## src/rtl/bmem_arbiter.sv

```systemverilog
// Arbitrates the I-cache and D-cache line ports onto one burst memory port, one line at a time.
// Optional: define BMEM_ARB_RADDR_CHECK_EN to drop returning beats whose address tag mismatches.
module bmem_arbiter #(
   parameter int unsigned LINE_WIDTH  = 256,
   parameter int unsigned BEAT_WIDTH  = 64,
   parameter bit          DCACHE_PRIO = 1'b0
) (
   input  logic         clk,
   input  logic         rst,
   input  logic [31:0]  i_addr,
   input  logic         i_read,
   output logic [255:0] i_rdata,
   output logic         i_resp,
   input  logic [31:0]  d_addr,
   input  logic         d_read,
   input  logic         d_write,
   input  logic [255:0] d_wdata,
   output logic [255:0] d_rdata,
   output logic         d_resp,
   output logic [31:0]  bmem_addr,
   output logic         bmem_read,
   output logic         bmem_write,
   output logic [63:0]  bmem_wdata,
   input  logic         bmem_ready,
   input  logic [31:0]  bmem_raddr,
   input  logic [63:0]  bmem_rdata,
   input  logic         bmem_rvalid,
   output logic         raddr_err
);

   localparam int unsigned BEATS     = LINE_WIDTH / BEAT_WIDTH;
   localparam logic [1:0]  LAST_BEAT = 2'(BEATS - 1);

   typedef enum logic [2:0] {StIdle, StRdReq, StRdWait, StWr, StDone} state_e;

   state_e         state_q, state_d;
   logic           grant_d_q, grant_d_d;    // 1: D-cache owns the transaction
   logic           last_d_q, last_d_d;      // 1: most recent grant went to the D-cache
   logic           write_q, write_d;
   logic [26:0]    addr_q, addr_d;
   logic [1:0]     beat_q, beat_d;
   logic [255:0]   line_q, line_d;
   logic [255:0]   i_rdata_q, i_rdata_d;
   logic [255:0]   d_rdata_q, d_rdata_d;
   logic           i_req, d_req, pick_d, beat_match;
   logic           err_q, err_d;

`ifdef BMEM_ARB_RADDR_CHECK_EN
   assign beat_match = (bmem_raddr[31:5] == addr_q);
   assign raddr_err  = err_q;
   logic unused_bits;
   assign unused_bits = ^{i_addr[4:0], d_addr[4:0], bmem_raddr[4:0]};
`else
   assign beat_match = 1'b1;
   assign raddr_err  = 1'b0;
   logic unused_bits;
   assign unused_bits = ^{i_addr[4:0], d_addr[4:0], bmem_raddr, err_q};
`endif

   assign i_req = i_read;
   assign d_req = d_read | d_write;
   // On a tie the side that did not win last time goes first, unless D has fixed priority.
   assign pick_d = d_req & (~i_req | DCACHE_PRIO | ~last_d_q);

   assign i_rdata = i_rdata_q;
   assign d_rdata = d_rdata_q;

   always_comb begin
      state_d    = state_q;
      grant_d_d  = grant_d_q;
      last_d_d   = last_d_q;
      write_d    = write_q;
      addr_d     = addr_q;
      beat_d     = beat_q;
      line_d     = line_q;
      i_rdata_d  = i_rdata_q;
      d_rdata_d  = d_rdata_q;
      err_d      = err_q;
      bmem_read  = 1'b0;
      bmem_write = 1'b0;
      bmem_addr  = 32'h0;
      bmem_wdata = 64'h0;
      i_resp     = 1'b0;
      d_resp     = 1'b0;

      unique case (state_q)
         StIdle: begin
            if (i_req || d_req) begin
               grant_d_d = pick_d;
               last_d_d  = pick_d;
               write_d   = pick_d & d_write;
               addr_d    = pick_d ? d_addr[31:5] : i_addr[31:5];
               beat_d    = 2'd0;
               state_d   = (pick_d && d_write) ? StWr : StRdReq;
            end
         end
         StRdReq: begin
            bmem_read = 1'b1;
            bmem_addr = {addr_q, 5'b0};
            if (bmem_ready) begin
               beat_d  = 2'd0;
               state_d = StRdWait;
            end
         end
         StRdWait: begin
            if (bmem_rvalid) begin
               if (beat_match) begin
                  line_d[BEAT_WIDTH*beat_q +: BEAT_WIDTH] = bmem_rdata;
                  beat_d = beat_q + 2'd1;
                  if (beat_q == LAST_BEAT) begin
                     // Publish the line now so it is visible during the response cycle.
                     if (grant_d_q) d_rdata_d = line_d;
                     else           i_rdata_d = line_d;
                     state_d = StDone;
                  end
               end else begin
                  err_d = 1'b1;
               end
            end
         end
         StWr: begin
            bmem_write = 1'b1;
            bmem_addr  = {addr_q, 5'b0};
            bmem_wdata = d_wdata[BEAT_WIDTH*beat_q +: BEAT_WIDTH];
            if (bmem_ready) begin
               beat_d = beat_q + 2'd1;
               if (beat_q == LAST_BEAT) state_d = StDone;
            end
         end
         StDone: begin
            i_resp  = ~grant_d_q;
            d_resp  = grant_d_q;
            state_d = StIdle;
         end
         default: state_d = StIdle;
      endcase
   end

   always_ff @(posedge clk) begin
      if (rst) begin
         state_q   <= StIdle;
         grant_d_q <= 1'b0;
         last_d_q  <= 1'b1;
         write_q   <= 1'b0;
         addr_q    <= 27'h0;
         beat_q    <= 2'd0;
         line_q    <= '0;
         i_rdata_q <= '0;
         d_rdata_q <= '0;
         err_q     <= 1'b0;
      end else begin
         state_q   <= state_d;
         grant_d_q <= grant_d_d;
         last_d_q  <= last_d_d;
         write_q   <= write_d;
         addr_q    <= addr_d;
         beat_q    <= beat_d;
         line_q    <= line_d;
         i_rdata_q <= i_rdata_d;
         d_rdata_q <= d_rdata_d;
         err_q     <= err_d;
      end
   end

endmodule
```

## config.mk

```make
export PLATFORM = sky130hd
export DESIGN_NAME = bmem_arbiter
export DESIGN_NICKNAME = d
export VERILOG_FILES = /design/src/rtl/bmem_arbiter.sv
export SDC_FILE = /design/constraint.sdc
export NUM_CORES = 1
export LEC_CHECK = 0
export CAP_MARGIN = 5
export CORE_AREA = 2 2 402 404
export CTS_BUF_LIST = sky130_fd_sc_hd__clkbuf_4 sky130_fd_sc_hd__clkbuf_8
export DETAILED_ROUTE_END_ITERATION = 12
export DIE_AREA = 0 0 404 406
export HOLD_SLACK_MARGIN = 0.15
export PLACE_DENSITY = 0.44
export SETUP_SLACK_MARGIN = 0.3
export SYNTH_ARGS = -nofsm -noshare
export SYNTH_HDL_FRONTEND = slang
export SYNTH_SLANG_ARGS = --single-unit
```

## constraint.sdc

```tcl
create_clock -name clk -period 8.1 [get_ports clk]
set_clock_uncertainty 0.2 [all_clocks]
set_input_delay 1.62 -clock clk [delete_from_list [all_inputs] [get_ports clk]]
set_output_delay 1.62 -clock clk [all_outputs]
set_load 0.01 [all_outputs]
```

# Word level (Yosys, flattened, before mapping)
# Index checks and enable logic that the tools add are counted.
dict set report totals {
  ff_bits 802
  inputBits 423
  out_inout_bits 613
  wordCells 59
}
dict set report op_classes {
  add_sub_neg 2
  eq_ne 9
  shift 3
  muxes 20
  bitwise_logic 6
  reduce_logical 11
}
# op n
set ops {}
lappend ops {{256-bit bitwise mux} 1}
lappend ops {{64-bit by 34-bit variable shift with 256-bit output, first input constant} 1}
lappend ops {{256-bit by 9-bit variable part select with 64-bit output} 1}
lappend ops {{64-bit by 34-bit variable part select with 256-bit output} 1}
lappend ops {{64-bit 2-to-1 mux} 1}
lappend ops {{8-bit negation with 34-bit output} 1}
lappend ops {{32-bit 2-to-1 mux} 1}
lappend ops {{27-bit 2-to-1 mux} 1}
lappend ops {{3-bit 2-to-1 mux} 5}
lappend ops {{3-bit case mux with 4 select lines} 1}
lappend ops {{4-bit AND reduction} 3}
lappend ops {{2-bit 2-to-1 mux} 5}
lappend ops {{2-bit != test, second input constant} 4}
lappend ops {{2-bit case mux with 4 select lines} 1}
lappend ops {{3-bit by 2-bit == test with 1-bit output, second input constant} 2}
lappend ops {{5-bit AND reduction} 1}
lappend ops {{1-bit 2-to-1 mux} 4}
lappend ops {{2-bit AND reduction} 2}
lappend ops {{4-bit nonzero test} 1}
lappend ops {{3-bit by 1-bit == test with 1-bit output, second input constant} 1}
lappend ops {{3-bit == test, second input constant} 1}
lappend ops {{3-bit logical NOT} 1}
lappend ops {{1-bit NOT} 3}
lappend ops {{2-bit by 1-bit adder with 2-bit output, second input constant} 1}
lappend ops {{6 further kinds} 7}

# Depth between registers and ports, before layout
# Gate-level depths: netlist (run 1).
dict set report logic_depth {
  depth_word 7
  depth_mapped 11
  depth_no_buf 5
}

# Worst setup path after synthesis (run 1)
# Ideal clock, no wire load.
dict set report synth_timing {
  kind {input -> output}
  from {input port d_wdata[192]}
  to {output port bmem_wdata[0]}
  arrival_ns 2.269
  required_ns 6.280
  setup_slack_ns 4.011
  path_stages 2
  path_buffers 0
  path_cell_list {mux4_2 -> and3_1}
}
dict set report synth_via {
  elab_chain_cells 2
}
# element line
set synth_lines {}
lappend synth_lines {{from (decl)} 17} ;# input logic [255:0] d_wdata,
lappend synth_lines {{256-bit by 9-bit variable part select with 64-bit output} 124} ;# bmem_wdata = d_wdata[BEAT_WIDTH*beat_q +: BEAT_WIDTH];
lappend synth_lines {{64-bit 2-to-1 mux} 86} ;# unique case (state_q)
lappend synth_lines {{to (decl)} 23} ;# output logic [63:0] bmem_wdata,
# Every way passes these cells.

# Final worst setup path (run 1)
dict set report layout_timing {
  from {register state_q[0]}
  to {output port bmem_wdata[40]}
}
dict set report layout_via {
  elab_chain_cells 2
}
# element line
set layout_lines {}
lappend layout_lines {{from (decl)} 36} ;# state_e state_q, state_d;
lappend layout_lines {{from (signal assigned)} 141} ;# state_q <= StIdle;
lappend layout_lines {{from (signal assigned)} 152} ;# state_q <= state_d;
lappend layout_lines {{3-bit by 2-bit == test with 1-bit output} 86}
lappend layout_lines {{64-bit 2-to-1 mux} 86}
# Every way passes these cells.

==> results of run 1 <==
-- per-layer routing --
metal	track usage, %	routed length [um]	vias to the layer above
met2	39.0	97800	1473
met5	0	117	-
met3	7.89	18600	228
li1	-	-	16100
met1	35.6	100000	18100
met4	6.35	5190	18
-- report_power, final --
part | total (mW) | switching [mW] | internal [mW]
clock | 4.53 | 1.99 | 2.54
combinational | 2.72 | 1.92 | 0.804
sequential | 4.26 | 0.113 | 4.14
total | 11.5 | 4.02 | 7.49
-- worst max-delay path, delay by kind of cell (launching register included) --
family / cells / cell delay [ps]
buffers and inverters: 2 / 1220
DFF: 1 / 610
and+or+nand+nor: 2 / 1210
-- metrics by stage --
| stage | cells | setup slack [ps] |
|---|---|---|
| after floorplan | 3804 | 4010 |
| after global placement | 6411 | 2690 |
| after detailed placement | 6411 | 2690 |
| after CTS | 6691 | 2080 |
| after global routing | 6694 | 2080 |
| final | 6722 | 2310 |
-- state kept, by name, summed over array words and instances, names as in the netlist --
name / cells
last_d_q: 1
grant_d_q: 1
line_q: 256
addr_q: 27
beat_q: 2
d_rdata: 256
i_rdata: 256
state_q: 3
-- layout by cell type (no fill, tap or decap), drive strengths merged, types with 2 or more instances in the layout --
cell             n
clkdlybuf4s50  986
dfxtp          802
a31oi          704
a211oi         538
a21oi          259
nor2b          259
clkbuf         242
o21ai          235
nand3           67
and3            66
buf             66
mux4            64
a22oi           64
nand2           60
diode           31
nor2            30
and2            28
a311oi          27
nand4           24
clkinv          19
inv             18
conb             6
bufinv           5
nor3             5
ha               5
clkinvlp         4
mux2i            3
and4bb           2
or3              2
a21boi           2
nor3b            2
-- cell families after synthesis --
group,share of synthesized area [%]
fa+ha+maj,0.178
mux,4.19
compound gates,33.4
simple gates,9.05
flops,45.7
buf+inv,7.46
other cells,0.0107
-- final timing paths --
| kind | from | end | slack (ps) | depth (start not counted) |
|---|---|---|---|---|
| worst max-delay path | state_q[0] | bmem_wdata[40] | 2310 | 4 |
| worst min-delay path | line_q[201] | line_q[201] | 270 | 2 |
| worst max register to register | beat_q[0] | d_rdata[247] | 3250 | 6 |
| worst min register to register | line_q[201] | line_q[201] | 270 | 2 |
-- area by class of cell --
class	count	area share, %
Inverter	8	0.0913
Multi-Input combinational cell	2463	33.6
Clock buffer	242	6.05
Clock inverter	38	0.903
Timing Repair Buffer	1052	21.3
Tap cell	2086	5.29
Antenna cell	31	0.157
Sequential cell	802	32.6
==> reports/results.txt, run 1 <==
outcome: finished clean
CTS sink cnt: 802
root buf cell: clkbuf_8
post-synth top area cell: dfxtp_1
Placed Area: 45800 sq um
Design Power: 11.5 mW
post_cts resized: 0
Slew headroom: 12.5%
core area: 160000 sq um
post-synth top area share: 45.7%
Num CTS Buffers: 154
critical-path cell list: nor2b_4 -> buf_4 -> and3_1 -> clkdlybuf4s50_1
gr ovfl total: 0
antenna violations before repair: 92
Final Critical Period: 5790 ps
routed len/inst: 33.0 um
Crit path required time: 6280 ps
first-pass GRT wire length: 296 mm
RSZ-0062 raised after global routing: false
P per Cell Area: 233 nW/um^2
synth unique cells: 48
slowest CP cell: nor2b_4
Min Hold Slack: 267 ps
Seq. cell area: 16100 sq um
die height: 406 um
Hold-fix buffers, CTS: 0
total track usage: 25.8%
final wirelength: 222 mm
Clock Latency Late Sink: 880 ps
Worst Tran Pin Value: 1310 ps
critical path class: reg -> out
ANT nets after route: 0
synth warn: 0
CP max stage delay: 970 ps
Die Wd: 404 um
f_max: 173 MHz
RePlAce Congestion: 1.03
initial core utilization: 22.0%
Synth Register Bits: 802
sequential area share after synthesis: 45.7%
Clock Pin Slew Worst Setup and Hold Paths: 60 ps
P&R area growth vs syn: 40.6%
commonest register cell after synthesis: dfxtp_1
FILL cells: 16700
Final Hold Fails: 0
Post-layout nets: 4909
final period utilization: 71.5%
CP Max Fanout: 55
via/cell ratio: 5.34
DR vias: 35900
Post-Route Utilization: 30.9%
Pre-Repair DR Iteration Count: 5
Initial DRC Count: 3208
area of the multi-input gates: 16600 sq um
largest net degree at the start of global routing: 228
final setup vio count: 0
Startpoint Class: flip-flop
number of synthesized flops with an enable pin: 0
post-route cell area: 49300 sq um
worst path arrival time: 3970 ps
Worst Hold Class: reg -> reg
crit end category: output pin
# IOs: 1036
vias in the first global route: 33300
Post-synth top cells: 802 x dfxtp_1, 704 x a31oi_1, 538 x a211oi_1
static leakage: 15.3 nW
share of layout cells above drive strength 1: 9.84%
Max Root-Sink Buffers: 3
VDD IR max: 192 uV
die area: 164000 sq um
Cell Rows: 147
Synth area leaders: dfxtp_1 46%, a31oi_1 13%, a211oi_1 12%
DRC: 0
setup TNS: 0 ps
Post-Syn Area: 35100 sq um
TritonCTS clock tree: done
Setup Buffers After CTS: 0
Async SR Flop Fraction: 0%
max-slew violation count: 0
count leader, synth: dfxtp_1
H-tree Lvls: 4
Detailed Place HPWL: 158 mm
max_cap viols: 0
I/O Buffers: 987
syn avg cell area: 9.24 sq um
Synth Instances: 3799
No activity file was read; power rests on OpenSTA's default activity.
==> inputs of run 2 (changes only) <==
==> constraint.sdc (replaced) <==
create_clock -name clk -period 5.85 [get_ports clk]
set_clock_uncertainty 0.2 [all_clocks]
set_input_delay 1.17 -clock clk [delete_from_list [all_inputs] [get_ports clk]]
set_output_delay 1.17 -clock clk [all_outputs]
set_load 0.01 [all_outputs]
==> run 2 against run 1 <==
  * Critical path depth unchanged
  * Sequential share of layout area down 0.065 points
  * Non-clock buffer count up 10
  * Die area unchanged
  * Setup slack worse by 1300 ps
  * First-iteration DRC count up 3.0%
  * Sequential power up 40%
  * Routed wire length about the same
  * Flip-flop and latch count unchanged
  * Register-to-register slack worse by 1300 ps
  * Combinational power up 38%
  * Via count up 0.73%
  * Critical path type unchanged
==> reports/results.txt, run 2 (synthesis gave the netlist of run 1 again) <==
Post-Route Utilization: 31.0%
Detailed Place HPWL: 160 mm
Crit path required time: 4480 ps
Net Switching: 5.51 mW
CTS sink cnt: 802
first-pass GRT wire length: 296 mm
vias in the first global route: 33700
total track usage: 25.8%
max-slew violation count: 0
Slew headroom: 12.6%
Pre-Repair DR Iteration Count: 7
sequential share of power: 37.8%
Num CTS Buffers: 152
FILL cells: 16700
Final Critical Period: 4800 ps
gr ovfl total: 0
internal power: 10.3 mW
final setup vio count: 0
VDD IR max: 200 uV
final period utilization: 82.1%
# IOs: 1036
Worst Hold Class: reg -> reg
routed len/inst: 33.0 um
DRC: 0
crit end category: output pin
Hold-fix buffers, CTS: 0
root buf cell: clkbuf_8
initial core utilization: 22.0%
Max Root-Sink Buffers: 3
RePlAce Congestion: 1.02
I/O Buffers: 987
commonest non-fill, non-tap cells in the layout: 986 x clkdlybuf4s50_1, 798 x dfxtp_1, 704 x a31oi_1
critical path class: reg -> out
die area: 164000 sq um
f_max: 208 MHz
ANT nets after route: 0
Setup Buffers After CTS: 0
most common library cell in the layout ignoring fill and taps: clkdlybuf4s50_1
CP Max Fanout: 19
RSZ-0062 raised after global routing: false
TritonCTS clock tree: done
Initial DRC Count: 3304
outcome: finished clean
Die Wd: 404 um
Worst Tran Pin Value: 1310 ps
Sw Share: 34.9%
worst path arrival time: 3430 ps
Final Hold Fails: 0
max_cap viols: 0
H-tree Lvls: 4
final wirelength: 222 mm
Cell Rows: 147
antenna violations before repair: 106
static leakage: 15.3 nW
clock power share: 38.5%
post_cts resized: 0
DR vias: 36200
P&R area growth vs syn: 40.9%
setup TNS: 0 ps
die height: 406 um
share of layout cells above drive strength 1: 9.78%
Clock Latency Late Sink: 880 ps
Post-layout nets: 4917
core area: 160000 sq um
via/cell ratio: 5.39
Startpoint Class: flip-flop
combinational share of power: 23.8%
Clock Pin Slew Worst Setup and Hold Paths: 60 ps
P per Cell Area: 320 nW/um^2
largest net degree at the start of global routing: 209
-- run 2: changes by cell type in the layout (fill, tap and decap cells not counted), sizes merged --
cell / previous run / this run
buf: 66 / 76
clkbuf: 242 / 245
clkinv: 19 / 9
bufinv: 5 / 3
clkinvlp: 4 / 0
-- run 2: layout make-up --
type | count | area [sq um] | share of cell area [%]
Clock buffer | 245 | 2970 | 6.01
Timing Repair Buffer | 1062 | 10800 | 21.8
Multi-Input combinational cell | 2463 | 16600 | 33.5
Clock inverter | 22 | 314 | 0.635
Sequential cell | 802 | 16100 | 32.5
Inverter | 8 | 45.0 | 0.0911
Antenna cell | 31 | 77.6 | 0.157
Tap cell | 2086 | 2610 | 5.28
-- run 2: metrics by stage --
stage	area, sq um	instances	hold WS (ps)	worst slack, ps	power (mW)
after detailed placement	46100	6421	261	1290	9.83
after floorplan	35100	3804	245	2660	8.18
final	49400	6719	267	1050	15.8
after CTS	49400	6688	268	891	15.9
after global routing	49400	6693	289	868	16.4
after global placement	46100	6421	254	1270	9.82
-- run 2: critical path, stage by stage (launching register included) --
cell	delay [ps]
dfxtp_4	620
buf_4	370
mux4_2	720
and3_1	250
clkdlybuf4s50_1	550
-- run 2: metal layers --
layer | vias to the layer above | GRT usage, % | routed length (um)
met5 | - | 0 | 184
met4 | 28 | 6.98 | 5980
met3 | 279 | 8.44 | 20100
met2 | 1604 | 39.3 | 98100
met1 | 18100 | 34.7 | 97400
li1 | 16100 | - | -
-- run 2: power groups by stage --
| stage | Sequential [mW] | Combinational, mW | Clock (mW) |
|---|---|---|---|
| 3_3_place_gp | 6.08 | 3.75 | 0 |
| 6_report | 5.97 | 3.75 | 6.08 |
| 5_1_grt | 6.01 | 3.98 | 6.45 |
| 3_5_place_dp | 6.08 | 3.75 | 0 |
| 4_1_cts | 5.97 | 3.77 | 6.21 |
| 2_1_floorplan | 5.93 | 2.25 | 0 |
-- run 2: final timing paths --
check / depth (start not counted) / slack, ps / startpoint / endpoint
worst min-delay path: 2 / 270 / line_q[200] / line_q[200]
worst min register to register: 2 / 270 / line_q[200] / line_q[200]
worst max-delay path: 4 / 1050 / beat_q[0] / bmem_wdata[4]
worst max register to register: 7 / 1980 / beat_q[0] / line_q[227]
